===== src/rtl/move_issue_v_if.sv =====
// Move request / result bus between the move source (engine or UI) and move_issue_v.
//   master : the move source; drives req_valid/req_from/req_to/player, sees ready and results
//   slave  : move_issue_v; drives req_ready and the rsp_* result strobe
interface move_issue_v_if;
  logic       req_valid;
  logic       req_ready;
  logic [5:0] req_from;
  logic [5:0] req_to;
  logic       player;
  logic       rsp_valid;
  logic [1:0] rsp_status;
  logic [3:0] rsp_piece;
  logic       rsp_capture;

  modport master (
    output req_valid, req_from, req_to, player,
    input  req_ready, rsp_valid, rsp_status, rsp_piece, rsp_capture
  );

  modport slave (
    input  req_valid, req_from, req_to, player,
    output req_ready, rsp_valid, rsp_status, rsp_piece, rsp_capture
  );
endinterface


===== src/rtl/move_issue_v.sv =====
// move_issue_v: resolves a from/to move request into a board-updater transaction.
//
// Scans all 16 pieces of the side to move (index 15 down to 0) to find the live piece on the
// from-square, checks the to-square for an own piece (blocked) and, optionally, for a live
// opponent piece (capture). Legal moves strobe upd_en and wait for upd_done, giving up after
// TIMEOUT cycles. Every request ends with a one-cycle rsp_valid strobe.
//
// Ports:
//   clk, RST            clock, synchronous active-low reset
//   bus (slave)         req_valid/req_ready/req_from/req_to/player, rsp_valid/status/piece/capture
//   location_vectors_*  piece k square at bits [6k+5:6k]; alive_vectors_* bit k = piece k alive
//   upd_en/upd_piece_number/upd_move/upd_player  updater handshake, upd_done completion pulse
//   busy                high whenever not idle
//
// Build option: define MOVE_ISSUE_CAPTURE_EN to compare opponent pieces and report rsp_capture;
// otherwise rsp_capture is constant 0.
module move_issue_v #(
  parameter int unsigned TIMEOUT = 15
) (
  input  logic          clk,
  input  logic          RST,
  move_issue_v_if.slave bus,
  input  logic [95:0]   location_vectors_w,
  input  logic [95:0]   location_vectors_b,
  input  logic [15:0]   alive_vectors_w,
  input  logic [15:0]   alive_vectors_b,
  output logic          upd_en,
  output logic [3:0]    upd_piece_number,
  output logic [5:0]    upd_move,
  output logic          upd_player,
  input  logic          upd_done,
  output logic          busy
);

  typedef enum logic [2:0] {StIdle, StScan, StIssue, StWait, StResp} state_e;

  localparam logic [1:0] StatusOk      = 2'b00;
  localparam logic [1:0] StatusNoPiece = 2'b01;
  localparam logic [1:0] StatusBlocked = 2'b10;
  localparam logic [1:0] StatusTimeout = 2'b11;
  localparam logic [7:0] WaitLast      = 8'(TIMEOUT - 1);

  state_e     state_q;
  logic [5:0] from_q, to_q;
  logic       player_q;
  logic [3:0] scan_k_q;
  logic       found_q, blocked_q, capture_q;
  logic [3:0] piece_q;
  logic [7:0] wait_cnt_q;

  logic       req_ready_q, busy_q;
  logic       upd_en_q, upd_player_q;
  logic [3:0] upd_piece_q;
  logic [5:0] upd_move_q;
  logic       rsp_valid_q, rsp_capture_q;
  logic [1:0] rsp_status_q;
  logic [3:0] rsp_piece_q;

  // Per-piece view of the packed board vectors.
  logic [5:0] loc_w [16];
  logic [5:0] loc_b [16];

  always_comb begin
    for (int k = 0; k < 16; k++) begin
      loc_w[k] = location_vectors_w[6*k +: 6];
      loc_b[k] = location_vectors_b[6*k +: 6];
    end
  end

  logic [5:0] own_loc;
  logic       own_alive, hit_from, hit_to, cap_hit;
  logic       found_nx, blocked_nx, capture_nx;
  logic [3:0] piece_nx;

  always_comb begin
    own_loc   = player_q ? loc_w[scan_k_q] : loc_b[scan_k_q];
    own_alive = player_q ? alive_vectors_w[scan_k_q] : alive_vectors_b[scan_k_q];
    hit_from  = own_alive && (own_loc == from_q);
    hit_to    = own_alive && (own_loc == to_q);
  end

`ifdef MOVE_ISSUE_CAPTURE_EN
  logic [5:0] opp_loc;
  logic       opp_alive;

  always_comb begin
    opp_loc   = player_q ? loc_b[scan_k_q] : loc_w[scan_k_q];
    opp_alive = player_q ? alive_vectors_b[scan_k_q] : alive_vectors_w[scan_k_q];
    cap_hit   = opp_alive && (opp_loc == to_q);
  end
`else
  always_comb cap_hit = 1'b0;
`endif

  // Flags including the piece under test this cycle; used for the final decision at k = 0.
  always_comb begin
    found_nx   = found_q | hit_from;
    blocked_nx = blocked_q | hit_to;
    capture_nx = capture_q | cap_hit;
    // First match wins, and the scan runs from 15 downward.
    piece_nx   = (hit_from && !found_q) ? scan_k_q : piece_q;
  end

  always_ff @(posedge clk) begin
    if (!RST) begin
      state_q       <= StIdle;
      from_q        <= '0;
      to_q          <= '0;
      player_q      <= 1'b1;
      scan_k_q      <= '0;
      found_q       <= 1'b0;
      blocked_q     <= 1'b0;
      capture_q     <= 1'b0;
      piece_q       <= '0;
      wait_cnt_q    <= '0;
      req_ready_q   <= 1'b1;
      busy_q        <= 1'b0;
      upd_en_q      <= 1'b0;
      upd_piece_q   <= '0;
      upd_move_q    <= '0;
      upd_player_q  <= 1'b1;
      rsp_valid_q   <= 1'b0;
      rsp_status_q  <= StatusOk;
      rsp_piece_q   <= '0;
      rsp_capture_q <= 1'b0;
    end else begin
      // Both strobes last exactly one cycle.
      upd_en_q    <= 1'b0;
      rsp_valid_q <= 1'b0;
      unique case (state_q)
        StIdle: begin
          if (bus.req_valid) begin
            from_q      <= bus.req_from;
            to_q        <= bus.req_to;
            player_q    <= bus.player;
            found_q     <= 1'b0;
            blocked_q   <= 1'b0;
            capture_q   <= 1'b0;
            piece_q     <= '0;
            scan_k_q    <= 4'd15;
            req_ready_q <= 1'b0;
            busy_q      <= 1'b1;
            state_q     <= StScan;
          end
        end
        StScan: begin
          found_q   <= found_nx;
          blocked_q <= blocked_nx;
          capture_q <= capture_nx;
          piece_q   <= piece_nx;
          scan_k_q  <= scan_k_q - 4'd1;
          if (scan_k_q == 4'd0) begin
            if (!found_nx) begin
              rsp_valid_q   <= 1'b1;
              rsp_status_q  <= StatusNoPiece;
              rsp_piece_q   <= '0;
              rsp_capture_q <= capture_nx;
              state_q       <= StResp;
            end else if (blocked_nx) begin
              rsp_valid_q   <= 1'b1;
              rsp_status_q  <= StatusBlocked;
              rsp_piece_q   <= piece_nx;
              rsp_capture_q <= capture_nx;
              state_q       <= StResp;
            end else begin
              upd_en_q     <= 1'b1;
              upd_piece_q  <= piece_nx;
              upd_move_q   <= to_q;
              upd_player_q <= player_q;
              state_q      <= StIssue;
            end
          end
        end
        StIssue: begin
          wait_cnt_q <= '0;
          state_q    <= StWait;
        end
        StWait: begin
          // upd_done beats the timeout when both land in the same cycle.
          if (upd_done || (wait_cnt_q == WaitLast)) begin
            rsp_valid_q   <= 1'b1;
            rsp_status_q  <= upd_done ? StatusOk : StatusTimeout;
            rsp_piece_q   <= piece_q;
            rsp_capture_q <= capture_q;
            state_q       <= StResp;
          end else begin
            wait_cnt_q <= wait_cnt_q + 8'd1;
          end
        end
        StResp: begin
          req_ready_q <= 1'b1;
          busy_q      <= 1'b0;
          state_q     <= StIdle;
        end
        default: begin
          req_ready_q <= 1'b1;
          busy_q      <= 1'b0;
          state_q     <= StIdle;
        end
      endcase
    end
  end

  assign bus.req_ready    = req_ready_q;
  assign bus.rsp_valid    = rsp_valid_q;
  assign bus.rsp_status   = rsp_status_q;
  assign bus.rsp_piece    = rsp_piece_q;
  assign bus.rsp_capture  = rsp_capture_q;
  assign upd_en           = upd_en_q;
  assign upd_piece_number = upd_piece_q;
  assign upd_move         = upd_move_q;
  assign upd_player       = upd_player_q;
  assign busy             = busy_q;

endmodule


===== src/flat_wrapper.sv =====
// flat-port wrapper written by rule: the top's interface ports become plain ports
module move_issue_v_flat 
#(
  parameter int unsigned TIMEOUT = 15
)
  (clk, RST, location_vectors_w, location_vectors_b, alive_vectors_w, alive_vectors_b, upd_en, upd_piece_number, upd_move, upd_player, upd_done, busy, bus_req_valid, bus_req_from, bus_req_to, bus_player, bus_req_ready, bus_rsp_valid, bus_rsp_status, bus_rsp_piece, bus_rsp_capture);
  move_issue_v_if bus_i ();
  input  logic clk;
  input  logic RST;
  input  logic [95:0] location_vectors_w;
  input  logic [95:0] location_vectors_b;
  input  logic [15:0] alive_vectors_w;
  input  logic [15:0] alive_vectors_b;
  output logic upd_en;
  output logic [3:0] upd_piece_number;
  output logic [5:0] upd_move;
  output logic upd_player;
  input  logic upd_done;
  output logic busy;
  input wire logic [$bits(bus_i.req_valid)-1:0] bus_req_valid;
  input wire logic [$bits(bus_i.req_from)-1:0] bus_req_from;
  input wire logic [$bits(bus_i.req_to)-1:0] bus_req_to;
  input wire logic [$bits(bus_i.player)-1:0] bus_player;
  output wire logic [$bits(bus_i.req_ready)-1:0] bus_req_ready;
  output wire logic [$bits(bus_i.rsp_valid)-1:0] bus_rsp_valid;
  output wire logic [$bits(bus_i.rsp_status)-1:0] bus_rsp_status;
  output wire logic [$bits(bus_i.rsp_piece)-1:0] bus_rsp_piece;
  output wire logic [$bits(bus_i.rsp_capture)-1:0] bus_rsp_capture;
  assign bus_i.req_valid = bus_req_valid;
  assign bus_i.req_from = bus_req_from;
  assign bus_i.req_to = bus_req_to;
  assign bus_i.player = bus_player;
  assign bus_req_ready = bus_i.req_ready;
  assign bus_rsp_valid = bus_i.rsp_valid;
  assign bus_rsp_status = bus_i.rsp_status;
  assign bus_rsp_piece = bus_i.rsp_piece;
  assign bus_rsp_capture = bus_i.rsp_capture;
  move_issue_v #(.TIMEOUT(TIMEOUT)) u_core (.clk(clk), .RST(RST), .bus(bus_i), .location_vectors_w(location_vectors_w), .location_vectors_b(location_vectors_b), .alive_vectors_w(alive_vectors_w), .alive_vectors_b(alive_vectors_b), .upd_en(upd_en), .upd_piece_number(upd_piece_number), .upd_move(upd_move), .upd_player(upd_player), .upd_done(upd_done), .busy(busy));
endmodule

===== config.mk =====
export PLATFORM = sky130hd
export DESIGN_NAME = move_issue_v_flat
export DESIGN_NICKNAME = d
export VERILOG_FILES = /design/src/rtl/move_issue_v_if.sv /design/src/rtl/move_issue_v.sv /design/src/flat_wrapper.sv
export SDC_FILE = /design/constraint.sdc
export NUM_CORES = 1
export LEC_CHECK = 0
export CAP_MARGIN = 25
export CORE_MARGIN = 1.5
export CORE_UTILIZATION = 41
export CTS_CLUSTER_SIZE = 28
export DETAILED_ROUTE_END_ITERATION = 8
export PLACE_DENSITY = 0.86
export SYNTH_ARGS = -nofsm -noshare
export SYNTH_HDL_FRONTEND = slang
export SYNTH_SLANG_ARGS = --single-unit

===== constraint.sdc =====
create_clock -name clk -period 5.9 [get_ports clk]
set_input_delay 1.18 -clock clk [delete_from_list [all_inputs] [get_ports clk]]
set_output_delay 1.18 -clock clk [all_outputs]
set_load 0.005 [all_outputs]

==> results.cfg <==
[logic_synthesis]
seq_area_frac_synth = 0.244
syn_inst = 456
ys_types = 65
synthXorXnorAreaFrac = 0.0155
yosys_warnings = 0
avgSynthCellArea_um2 = 9.90
synth_area_um2 = 4520
synth_area_leaders = dfxtp_1 (24%), mux4_2 (22%), mux2i_1 (8.0%), nand2_1 (5.2%), nor2_1 (3.0%)
synth_nets = 701
synth_edf_count = 0
ys_ff_latch = 55
synth-simple-area-share = 0.194
yosys.area.top_type = dfxtp_1
ys.flop_type = dfxtp_1
yosys.area_share.adder = 0.0111
synth.area.mux_share = 0.327
async_reset_ff_frac = 0
synth_compound_area_frac = 0.143
synth_top_area_share = 0.244
synth_top_family_by_area = multiplexers

[worst_setup_path]
worstPathRequired_ns = 6.09
start_kind = input port
end_kind = flop
crit_start = location_vectors_w[65]
r2r_cells = 9
crit_type = input port to flop
arrival_ns = 4.73
reg2reg_slack_ns = 1.61
worstReg2RegEnd = u_core.upd_move[3]
reg2reg_from = u_core.scan_k_q[0]
worstPathMaxFanout = 16

[cells_and_area]
antennaDiodeCount = 0
fillCellCount = 826
layout.nets = 935
final_layout_size_suffix_gt1_frac = 0.132
finalNonFillerCells = 831
fin_area_um2 = 7160
synthToLayoutAreaGrowth_pct = 58.6

[grt]
grt-ovfl-total = 0
grt_usage = 0.290
grt_max_degree = 54
antenna_found_initial = 1
first_global_vias = 4728
top_usage_layer = met2
grt_pass1_wl_um = 25800
grt_use_met2 = 0.475
gr-usage-met3 = 0.100
grt_use_met1 = 0.370

[placement]
place_worst_setup_slack_ns = 1.20
place_congestion = 0.973
place_hpwl_um = 14400
numPortBuffers = 261
placedCellCount = 823
place_area_um2 = 7080

[power_and_ir_drop]
finalPower_w = 0.00129
ir_drop_mv = 0.194
p_leak_nw = 2.55
p_per_area_nw_per_um2 = 180

[timing]
worst_pin_slew_ns = 0.990
rsz0062_at_grt = false
relSlewSlack = 0.338
timing.final.ws_setup_ns = 1.36
finalClockSkew_ns = 0.00706
setup_tns_ns = 0
hold_viol_final = 0
timing.fmax_ghz = 0.220
drv_slew = 0
layout_worst_path_cycle_share = 0.769
min_period_ns = 4.54
setup_violations = 0

[outcome]
status = completed

[floorplan]
fp-row-count = 38
chipHeight_um = 108
die_x_um = 108
coreArea_um2 = 10800
die-area_um2 = 11700
io-pin-count = 263
initial_utilization = 0.418

[detailed_routing]
ant_nets = 0
viasPerCell = 5.76
drt-pass1-iter-count = 5
drcViolationCount = 0
vias = 4790
wire_per_inst_um = 21.4
drt_wl_total_um = 17700
first_iter_violations = 404

[min_path]
worstHoldPathType = flop to flop
hold_depth = 2
hp-start = u_core.from_q[5]
holdPathEnd = u_core.from_q[5]

[cts]
numCtsBuffers = 5
cts_buffer_depth = 2
cts.clk_slew.worst_paths_ns = 0.10
holdBufCountCts = 0
root_buffer = clkbuf_8
cts_tree = built
post_cts_buffers = 0
clk_latency_ns = 0.31
cts_resized = 0
cts.sinks = 55
htreeDepth = 2

[job]
max_cap_viol_count = 0
critical path: stages:
cell             delay, ns
clkdlybuf4s50_1       0.46
mux4_2                0.49
a22o_1                0.22
a211oi_1              0.55
or3_1                 0.22
o211ai_2              0.16
nor3_4                0.33
o211a_1               0.72
mux2i_1               0.30
nor2_1                0.08
routing by layer:
layer	up-vias	wire, um
met2	282	8420
li1	2194	-
met4	0	293
met3	27	2140
met5	-	0
met1	2287	6900
registers in the layout (all words and copies together) (netlist names), 2 cells and up:
register / flops
u_core.to_q: 6
u_core.upd_piece_number: 4
u_core.from_q: 6
u_core.upd_move: 6
u_core.state_q: 3
u_core.bus.rsp_piece: 4
u_core.wait_cnt_q: 8
u_core.piece_q: 4
u_core.bus.rsp_status: 2
u_core.scan_k_q: 4
layout make-up:
type,count,area (um2),share of cell area
multi-input combinational,356,3120,0.436
timing repair buffer,266,2650,0.370
sequential,55,1110,0.155
tap,140,175,0.0245
clock buffer,6,72.6,0.0101
inverter,6,22.5,0.00315
clock inverter,2,12.5,0.00175
stage by stage:
| stage | hold slack, ns | utilization |
|---|---|---|
| final | 0.470 | 0.663 |
| after global routing | 0.491 | 0.663 |
| after CTS | 0.475 | 0.663 |
| after detailed placement | 0.461 | 0.656 |
| after global placement | 0.451 | 0.656 |
| after floorplan | 0.439 | - |
report_power, final:
part	internal [W]	leakage (nW)	total (W)	switching, W
clock network	0.0000833	0.0412	0.000204	0.000120
logic	0.000376	2.06	0.000618	0.000242
registers	0.000389	0.448	0.000466	0.0000764
total	0.000848	2.55	0.00129	0.000439
cell families after synthesis:
kind of cell / count (synthesis)
multiplexers: 91
other: 1
flip-flops: 55
XOR/XNOR: 8
buffers and inverters: 45
AND/OR/NAND/NOR: 164
AO/OA/AOI/OAI: 88
adder cells (fa/ha/maj): 4
worst max path at each step:
stage,slack [ns],end,cells after the start
2_1_floorplan,2.38,u_core.upd_player,11
3_3_place_gp,1.41,u_core.upd_player,10
3_5_place_dp,1.20,u_core.upd_move[3],10
4_1_cts,1.52,u_core.upd_move[3],10
5_1_grt,1.23,u_core.upd_move[3],10
6_report,1.36,u_core.upd_move[3],10
cells in the mapped netlist, drive strengths merged (5+ instances only):
library cell / instances
buf: 22
clkbuf: 17
mux2i: 36
o22ai: 6
a22o: 6
nor3: 6
a211oi: 11
inv: 6
nand2b: 6
o21ai: 14
or3: 8
dfxtp: 55
nand2: 63
nand3: 8
nor2: 40
mux2: 11
a21oi: 20
mux4: 44
and3: 5
a22oi: 6
cell usage in the layout (no fill, tap or decap), drive strengths merged, types with 6 or more instances in the layout:
cell           netlist  layout
mux2i               36      36
o21ai               14      14
nand2b               6       6
clkdlybuf4s50        0     261
clkbuf              17       6
inv                  6       6
dfxtp               55      55
o22ai                6       6
or3                  8       8
a22o                 6       6
mux4                44      44
a22oi                6       6
mux2                11      11
a211oi              11      11
nand2               63      63
a21oi               20      20
nand3                8       8
nor3                 6       6
nor2                40      40
Note: power is estimated with default switching activity, not from simulation.
